**src/rtl/toeplitz_pkg.sv**
```systemverilog
// toeplitz_pkg: FSM state encoding and counter-width helper shared by the toeplitz controller and its FIFO.
package toeplitz_pkg;
    typedef enum logic [1:0] {IDLE, RUN, WAIT} state_e;
    function automatic int unsigned cnt_w(input int unsigned n);
        return (n < 2) ? 1 : $clog2(n);
    endfunction
endpackage

```
**src/rtl/toeplitz_fifo.sv**
```systemverilog
// toeplitz_fifo: synchronous W-bit FIFO of DEPTH entries with an occupancy count; head word is visible on dout.
module toeplitz_fifo import toeplitz_pkg::*; #(
    parameter int unsigned W     = 8,
    parameter int unsigned DEPTH = 4
) (
    input  logic                          clk,
    input  logic                          reset,
    input  logic                          push,
    input  logic [W-1:0]                  din,
    input  logic                          pop,
    output logic [W-1:0]                  dout,
    output logic                          full,
    output logic [cnt_w(DEPTH+1)-1:0]     count
);
    localparam int unsigned PW = cnt_w(DEPTH);
    localparam int unsigned CW = cnt_w(DEPTH + 1);
    logic [W-1:0]  mem_q [DEPTH];
    logic [PW-1:0] wr_q, wr_d, rd_q, rd_d;
    logic [CW-1:0] cnt_q, cnt_d;
    logic          push_ok, pop_ok;
    assign push_ok = push && !full;
    assign pop_ok  = pop && cnt_q != '0;
    assign full    = cnt_q == CW'(DEPTH);
    assign count   = cnt_q;
    assign dout    = mem_q[rd_q];
    always_comb begin
        wr_d  = push_ok ? ((wr_q == PW'(DEPTH - 1)) ? '0 : wr_q + PW'(1)) : wr_q;
        rd_d  = pop_ok ? ((rd_q == PW'(DEPTH - 1)) ? '0 : rd_q + PW'(1)) : rd_q;
        cnt_d = cnt_q + CW'(push_ok) - CW'(pop_ok);
    end
    always_ff @(posedge clk) begin
        if (reset) begin
            wr_q  <= '0;
            rd_q  <= '0;
            cnt_q <= '0;
        end else begin
            wr_q  <= wr_d;
            rd_q  <= rd_d;
            cnt_q <= cnt_d;
        end
    end
    always_ff @(posedge clk) begin
        if (push_ok) mem_q[wr_q] <= din;
    end
endmodule

```
**src/rtl/toeplitz_ctrl.sv**
```systemverilog
// toeplitz_ctrl: buffers raw words and streams each N-bit block LSB-first into an external Toeplitz extractor,
// then captures the extractor result into a valid/ready output register.
module toeplitz_ctrl import toeplitz_pkg::*; #(
    parameter int unsigned BS    = 64,
    parameter int unsigned N     = 256,
    parameter int unsigned L     = 128,
    parameter int unsigned W     = 8,
    parameter int unsigned DEPTH = 2 * N / W
) (
    input  logic         clk,
    input  logic         reset,
    input  logic         enable,
    input  logic [W-1:0] in_data,
    input  logic         in_valid,
    output logic         in_ready,
    output logic         ext_reset,
    output logic         ext_data,
    input  logic [L-1:0] ext_q,
    input  logic         ext_qstrobe,
    output logic [L-1:0] out_data,
    output logic         out_valid,
    input  logic         out_ready,
    output logic         busy,
    output logic [31:0]  blk_cnt,
    output logic         err_strobe
);
    localparam int unsigned CW = cnt_w(DEPTH + 1);
    localparam int unsigned BW = cnt_w(N);
    localparam int unsigned IW = cnt_w(W);

    if (BS == 0 || N % W != 0 || DEPTH < N / W) begin : g_bad_cfg
        $error("toeplitz_ctrl: BS must be nonzero, N a multiple of W, DEPTH >= N/W");
    end

    state_e        state_q, state_d;
    logic [BW-1:0] bit_q, bit_d;
    logic [IW-1:0] idx_q, idx_d;
    logic [L-1:0]  out_data_q, out_data_d;
    logic          out_valid_q, out_valid_d;
    logic [31:0]   blk_cnt_q, blk_cnt_d;
    logic          err_q, err_d;
    logic [W-1:0]  word;
    logic [CW-1:0] count;
    logic          full, run, pop, start;

    toeplitz_fifo #(.W(W), .DEPTH(DEPTH)) u_fifo (
        .clk   (clk),
        .reset (reset),
        .push  (in_valid && !full),
        .din   (in_data),
        .pop   (pop),
        .dout  (word),
        .full  (full),
        .count (count)
    );

    assign run = state_q == RUN;
    // The word being serialised stays at the FIFO head; it is popped on its last bit so the next is ready without a bubble.
    assign pop = run && idx_q == IW'(W - 1);
    // A result being consumed this cycle frees the output slot, giving back-to-back blocks every N+2 cycles.
    assign start = enable && count >= CW'(N / W) && (!out_valid_q || out_ready);

    always_comb begin
        state_d     = state_q;
        bit_d       = run ? bit_q + BW'(1) : '0;
        idx_d       = (run && !pop) ? idx_q + IW'(1) : '0;
        out_data_d  = out_data_q;
        out_valid_d = out_valid_q && !out_ready;
        blk_cnt_d   = blk_cnt_q;
        err_d       = err_q;
        case (state_q)
            IDLE: state_d = start ? RUN : IDLE;
            RUN:  state_d = (bit_q == BW'(N - 1)) ? WAIT : RUN;
            WAIT: begin
                state_d = IDLE;
                if (ext_qstrobe) begin
                    out_data_d  = ext_q;
                    out_valid_d = 1'b1;
                    blk_cnt_d   = blk_cnt_q + 32'd1;
                end else begin
                    err_d = 1'b1;
                end
            end
            default: state_d = IDLE;
        endcase
    end

    always_ff @(posedge clk) begin
        if (reset) begin
            state_q     <= IDLE;
            bit_q       <= '0;
            idx_q       <= '0;
            out_data_q  <= '0;
            out_valid_q <= 1'b0;
            blk_cnt_q   <= '0;
            err_q       <= 1'b0;
        end else begin
            state_q     <= state_d;
            bit_q       <= bit_d;
            idx_q       <= idx_d;
            out_data_q  <= out_data_d;
            out_valid_q <= out_valid_d;
            blk_cnt_q   <= blk_cnt_d;
            err_q       <= err_d;
        end
    end

    assign in_ready   = !full;
    assign ext_reset  = !run;
    assign ext_data   = run && word[idx_q];
    assign out_data   = out_data_q;
    assign out_valid  = out_valid_q;
    assign busy       = state_q != IDLE;
    assign blk_cnt    = blk_cnt_q;
    assign err_strobe = err_q;
endmodule
```
**config.mk**
```make
export PLATFORM = sky130hd
export DESIGN_NAME = toeplitz_ctrl
export DESIGN_NICKNAME = d
export VERILOG_FILES = /design/src/rtl/toeplitz_pkg.sv /design/src/rtl/toeplitz_fifo.sv /design/src/rtl/toeplitz_ctrl.sv
export SDC_FILE = /design/constraint.sdc
export NUM_CORES = 1
export LEC_CHECK = 0
export ABC_AREA = 1
export CAP_MARGIN = 15
export CORE_MARGIN = 3
export CORE_UTILIZATION = 45
export DETAILED_ROUTE_END_ITERATION = 12
export PLACE_DENSITY = 0.69
export SLEW_MARGIN = 10
export SYNTH_ARGS = -nofsm -noshare
export SYNTH_HDL_FRONTEND = slang
export SYNTH_SLANG_ARGS = --single-unit
```
**constraint.sdc**
```tcl
create_clock -name clk -period 3.52 [get_ports clk]
set_input_delay 0.704 -clock clk [delete_from_list [all_inputs] [get_ports clk]]
set_output_delay 0.704 -clock clk [all_outputs]
set_load 0.01 [all_outputs]
```
# Word-level counts from Yosys, hierarchy flattened
# Memories as Yosys holds them, arrays and structs flattened. A register that Yosys moved wholly into a read port is not among the register bits.
# Cells that the tools add are included.
[word_totals]
ramBits = 512
elab_cells = 65
ff_bits = 194
out_inout_bits = 166
mem_count = 1
[mem_list]
columns = ["name", "depth", "width", "rd", "rd_clocked_by_memory_dff", "write_ports", "line_no", "text"]
rows = [
  ["u_fifo.mem_q", 64, 8, 1, 1, 1, "toeplitz_fifo.sv:17", "logic [W-1:0] mem_q [DEPTH];"],
]
[op_classes]
n_lt_le_gt_ge = 2
eq_ne = 7
n_mux = 13
n_reduce_logical = 22
bitwise = 3
n_addsub = 7
[op_table]
columns = ["op", "n"]
rows = [
  ["adder 32 x 1 -> 32 bit (second input constant)", 1],
  ["2-to-1 mux 6 bit", 4],
  ["adder 6 x 1 -> 6 bit (second input constant)", 2],
  ["== test 6 bit (second input constant)", 2],
  ["logical AND 1 bit", 9],
  ["adder 8 x 1 -> 8 bit (second input constant)", 1],
  ["== test 8 bit (second input constant)", 1],
  ["adder 7 x 1 -> 7 bit", 1],
  ["== test 7 bit (second input constant)", 1],
  ["greater-or-equal comparator 7 x 6 -> 1 bit (second input constant)", 1],
  ["nonzero test 7 bit", 1],
  ["subtractor 7 x 1 -> 7 bit", 1],
  ["2-to-1 mux 1 bit", 6],
  ["zero test 1 bit", 5],
  ["less-than comparator 3 x 4 -> 1 bit (second input constant)", 1],
  ["one-hot mux 2 bit (2 select lines)", 1],
  ["AND reduction 2 bit", 2],
  ["OR reduction 2 bit", 2],
  ["adder 3 x 1 -> 3 bit (second input constant)", 1],
  ["binary-select mux 1 bit (select 3 bit)", 1],
  ["== test 3 bit (second input constant)", 1],
  ["inverter 1 bit", 3],
  ["== test 2 x 1 -> 1 bit (second input constant)", 1],
  ["== test 2 bit (second input constant)", 1],
  ["4 further kinds", 4],
]

# Longest topological paths before layout
[logic_depth]
depth_word = 6
depth_mapped = 19
mapped_depth_nobuf = 19

# Cells and area by module
# From an unflattened synthesis, not the netlist that was laid out.
[unflattened]
hier_cells = 2884
area_unflattened_um2 = 28894.0
[by_module_without_submodules]
columns = ["module", "seq_area_each_um2", "cells_per_inst", "area_per_inst_um2", "n_inst"]
rows = [
  ["toeplitz_fifo", 15875.2, 1940, 22048.6, 1],
  ["toeplitz_ctrl", 3503.4, 944, 6845.3, 1],
]

# Least setup slack after synthesis
# No wires, ideal clock.
[synth_timing]
kind = "flip-flop to flip-flop"
startpoint = "register idx_q[0]"
endpoint = "register u_fifo.cnt_q[6], in the netlist u_fifo.count[6]"
setup_time_ns = 0.070
arrival_ns = 2.597
n_path_buf = 0
path_slack_ns = 0.854
required_time_ns = 3.450
synth_period_minus_slack_ns = 2.666
path_stages_with_launch = 17
path_cell_list = "dfxtp_1 ha_1 ha_1 nand3_1 inv_1 ha_1 inv_1 ha_1 inv_1 fa_1 o31ai_1 inv_1 nor2_1 nor2_1 o21bai_1 o21ai_0 a21oi_1"
[synth_via]
elab_chain_cells = 4
[synth_rtl]
columns = ["item", "line_no", "text"]
rows = [
  ["start, declared", "toeplitz_ctrl.sv:37", "logic [IW-1:0] idx_q, idx_d;"],
  ["start signal, assigned", "toeplitz_ctrl.sv:100", "idx_q <= idx_d;"],
  ["== test 3 bit", "toeplitz_ctrl.sv:59", "assign pop = run && idx_q == IW'(W - 1);"],
  ["logical AND 1 bit", "toeplitz_ctrl.sv:59", ""],
  ["logical AND 1 bit", "toeplitz_fifo.sv:22", "assign pop_ok = pop && cnt_q != '0;"],
  ["via u_fifo.pop_ok", "toeplitz_fifo.sv:20", "logic push_ok, pop_ok;"],
  ["subtractor 7 x 1 -> 7 bit", "toeplitz_fifo.sv:29", "cnt_d = cnt_q + CW'(push_ok) - CW'(pop_ok);"],
  ["end signal, assigned", "toeplitz_fifo.sv:39", "cnt_q <= cnt_d;"],
  ["end, declared", "toeplitz_fifo.sv:19", "logic [CW-1:0] cnt_q, cnt_d;"],
]
# The timed path passes the listed nets, and every way through them passes these cells.
# A chain may end at the register's enable or synchronous reset.

==> results by group <==
Route
  • Final wirelength: ~89000 um
  • DR iter-0 viols: ~2200
  • Vias/cell: ~5.6
  • Detailed Routing Iterations Pass 1: 8
  • Post-route DRC: 0
  • Via count: ~23000
  • Mean routed wirelength per cell: approximately 22 um
  • Remaining antenna violation count: 0

Finish
  • Fraction of layout cells with a size suffix above 1: between 15 and 20%
  • Fill cell count: around 4900
  • Final nets: 3287
  • Fin util: approximately three fifths
  • Layout area overhead: 31.11%

Logic synthesis
  • Cells after Synth: approximately 2700
  • Yosys reg bits: between 700 and 800
  • Post-synth net total: approximately 2900
  • Ys async rst share: 0%
  • Syn Area/Cell: around 10 sq um
  • Cell variety after synth: 42
  • EDFF count, synth: approximately 510
  • YS warnings: 0
  • Most used DFF post-synth: edfxtp_1
  • Synthesized area: 28680 sq um
  • Post-synthesis sequential area ratio: about two thirds

STA
  • Min cycle time layout: 3.495 ns
  • Worst Max-Slew Pin Slew: between 0.8 and 0.9 ns
  • Slew Viols, Final: 0
  • Rel. slew slack: a little over two fifths
  • Setup violators final: 0
  • Fmax: roughly 290 MHz
  • Final hold vios: 0
  • Worst setup margin: between 0.02 and 0.03 ns
  • Final Cycle Share: between 90% and 100%
  • Worst Clk Skew: about 0.03 ns
  • Final setup TNS: 0 ns
  • RSZ-0062 raised after global routing: yes

Pwr
  • Pwr/cell area: approximately 470 nW/um^2
  • Pleak: around 13 nW
  • VDD IR-drop max: between 0.0003 and 0.0004 V

Global route
  • Initial antenna violation count: 8
  • Pin count of the biggest net entering global routing: between 150 and 200
  • Grt total ovfl: 0
  • Tot GR Track Use: 25.56%
  • First-pass GRT wire length: about 130000 um
  • Vias in the first global route: about 22000

Critical path
  • CP arrival: roughly 2.8 ns
  • Setup CP Type: register to primary output
  • Slowest library cell on the worst path: dfxtp_4
  • Cell mode on critical path: buf_12
  • CP required: ~2.8 ns
  • Crit. End Element: primary output
  • CP Launch Type: register
  • Max FO, Critical Path: 8
  • Crit-path cells: buf_12 > buf_12 > buf_12 > buf_12 > nand2_1 > nand3_2 > nand3_4 > nand3_1 > nand3_1 > nand3_2 > nand3_2 > a21oi_2 > nor2_2 > nor2_4 > buf_6
  • CP peak stage delay: around 0.36 ns

Status
  • Status: finished clean

Clocking
  • CTS tree: built
  • CTS clk-pin slew, worst paths: about 0.06 ns
  • Sink Count: about 700
  • Clock buffer depth: 3
  • CTS Buf Count: 75
  • Hold buffer count at cts: 0
  • H-tree Lvls: 3
  • CTS root buffer: clkbuf_16
  • Worst-Skew Late Latency: 0.63 ns

Floorplanning
  • Io pins: a little over 300
  • Initial Util: about 46%
  • Die Ht: 258.5 um
  • Full die area: 66800 sq um
  • Core ar.: between 60000 and 70000 sq um
  • Num rows: between 90 and 100
  • Die W: between 200 and 300 um

Job
  • Max Cap Viol: 0

Placed design
  • Detail Placement HPWL: roughly 53000 um
  • Pre-CTS setup slack: -0.02227 ns
  • Gpl congestion: a little under 0.9
  • Port Buf Inserts: roughly 310

Min path
  • Worst min path class: register to register
## final timing paths
path                       startpoint                          to  slack (ns)  cells past startpoint
hold / removal    bit_q[0]$_SDFF_PP0_         bit_q[0]$_SDFF_PP0_        0.46                      1
setup reg to reg  idx_q[0]$_SDFF_PP0_  u_fifo.count[6]$_SDFF_PP0_        0.19                     16
hold reg to reg   bit_q[0]$_SDFF_PP0_         bit_q[0]$_SDFF_PP0_        0.46                      1
setup / recovery             register                    ext_data        0.03                     15
## synth_stat cells, types with 2 or more instances
library cell / n / area share [%]
a21boi_0: 2 / 0.052
a21oi_1: 163 / 2.8
buf_1: 17 / 0.22
buf_2: 37 / 0.65
buf_4: 23 / 0.60
buf_6: 23 / 0.90
clkbuf_1: 56 / 0.73
dfxtp_1: 200 / 14
edfxtp_1: 512 / 54
ha_1: 17 / 0.74
inv_1: 79 / 1.0
inv_2: 6 / 0.079
nand2_1: 835 / 11
nand3_1: 529 / 9.2
nand4_1: 8 / 0.17
nor2_1: 122 / 1.6
nor2_2: 3 / 0.065
nor2_4: 2 / 0.079
nor3_1: 30 / 0.52
nor3_2: 5 / 0.17
nor3b_1: 4 / 0.10
nor4_1: 2 / 0.044
o211a_1: 2 / 0.070
o21a_1: 6 / 0.16
o21ai_0: 26 / 0.45
o21bai_1: 2 / 0.052
xnor2_1: 3 / 0.092
xor2_1: 7 / 0.21
## routing by layer
layer	part of all wire (%)	vias to the layer above	track usage (%)
met2	50	1330	43.61
met4	4.5	4	11.57
met1	36	10860	30.82
met3	9.6	220	6.069
li1	-	10230	-
met5	0.030	-	0
## critical path, delay by kind of cell (launching register included)
kind	cells	cell delay [ns]
and+or+nand+nor	9	0.94
buffers and inverters	5	0.71
DFF	1	0.36
AOI/OAI and AO/OA	1	0.16
## layout by cell type (no fill, tap or decap), types with 5 or more instances in the layout
master	n
nor2_1	120
clkdlybuf4s50_1	297
buf_6	8
nand3_2	140
clkinv_1	12
nand3_4	20
xor2_1	7
buf_12	24
o21ai_0	26
inv_1	78
ha_1	17
clkinv_2	17
bufinv_16	5
nand4_1	8
nor3_1	30
buf_16	24
inv_6	6
nand2_1	820
o21a_1	6
nor3_2	5
edfxtp_1	512
clkbuf_1	14
nand3_1	371
dfxtp_1	196
buf_2	8
nand2_4	5
clkbuf_16	86
a21oi_1	162
nand2_2	10
buf_4	97
## final cells by class
class / instances / area [sq um] / area share [%]
antenna: 2 / 5.005 / 0.01331
clock buffer: 94 / 2012 / 5.350
clock inverter: 41 / 356.6 / 0.9483
inverter: 87 / 371.6 / 0.9882
multi-input combinational: 1778 / 9055 / 24.08
sequential: 712 / 19390 / 51.57
tap: 837 / 1047 / 2.785
timing repair buffer: 470 / 5295 / 14.08
timing repair inverter: 3 / 71.32 / 0.1897
## through the flow
| step | std cells | hold slack, ns | area (sq um) | total power, mW |
|---|---|---|---|---|
| final | 4024 | 0.4599 | 37600 | 17.70 |
| after global routing | 4023 | 0.4807 | 37600 | 18.25 |
| after CTS | 4006 | 0.4646 | 36770 | 17.78 |
| after detailed placement | 3835 | 0.4562 | 32960 | 10.15 |
| after global placement | 3835 | 0.4302 | 32960 | 10.11 |
| after floorplan | 2735 | 0.4175 | 28680 | 9.646 |
## where the power goes
part / internal (mW) / leakage (nW) / switching, mW / total, mW
Sequential: 9.05 / 6.22 / 0.0431 / 9.10
Combinational: 0.358 / 5.92 / 0.564 / 0.921
Clock: 4.44 / 1.17 / 3.24 / 7.68
Total: 13.9 / 13.3 / 3.85 / 17.7
## state kept, by name (all words and copies together), names as in the netlist, named ones only
signal,count
blk_cnt,32
out_data,128
u_fifo.mem_q,512
u_fifo.rd_q,6
bit_q,8
out_valid,1
idx_q,3
u_fifo.count,7
u_fifo.wr_q,6
state_q,2
err_strobe,1
## logic make-up (layout without fill, tap and decap cells)
kind of cell | count (synthesis) | count (layout) | synth area share, %
compound gates | 204 | 204 | 3.704
flops | 712 | 712 | 67.57
fa+ha+maj | 18 | 18 | 0.8114
other cells | 0 | 2 | 0
simple gates | 1546 | 1546 | 23.23
xor+xnor | 10 | 10 | 0.3054
buf+inv | 245 | 695 | 4.384
## timing repair
action                                 CTS  global route
pin swaps                               48            70
setup endpoints to repair                1             2
cloned                                  22            12
endpoints found under the hold margin    0             0
resized for setup                      150           113
setup buffers                           14             9
Note: power is estimated with default switching activity, not from simulation.
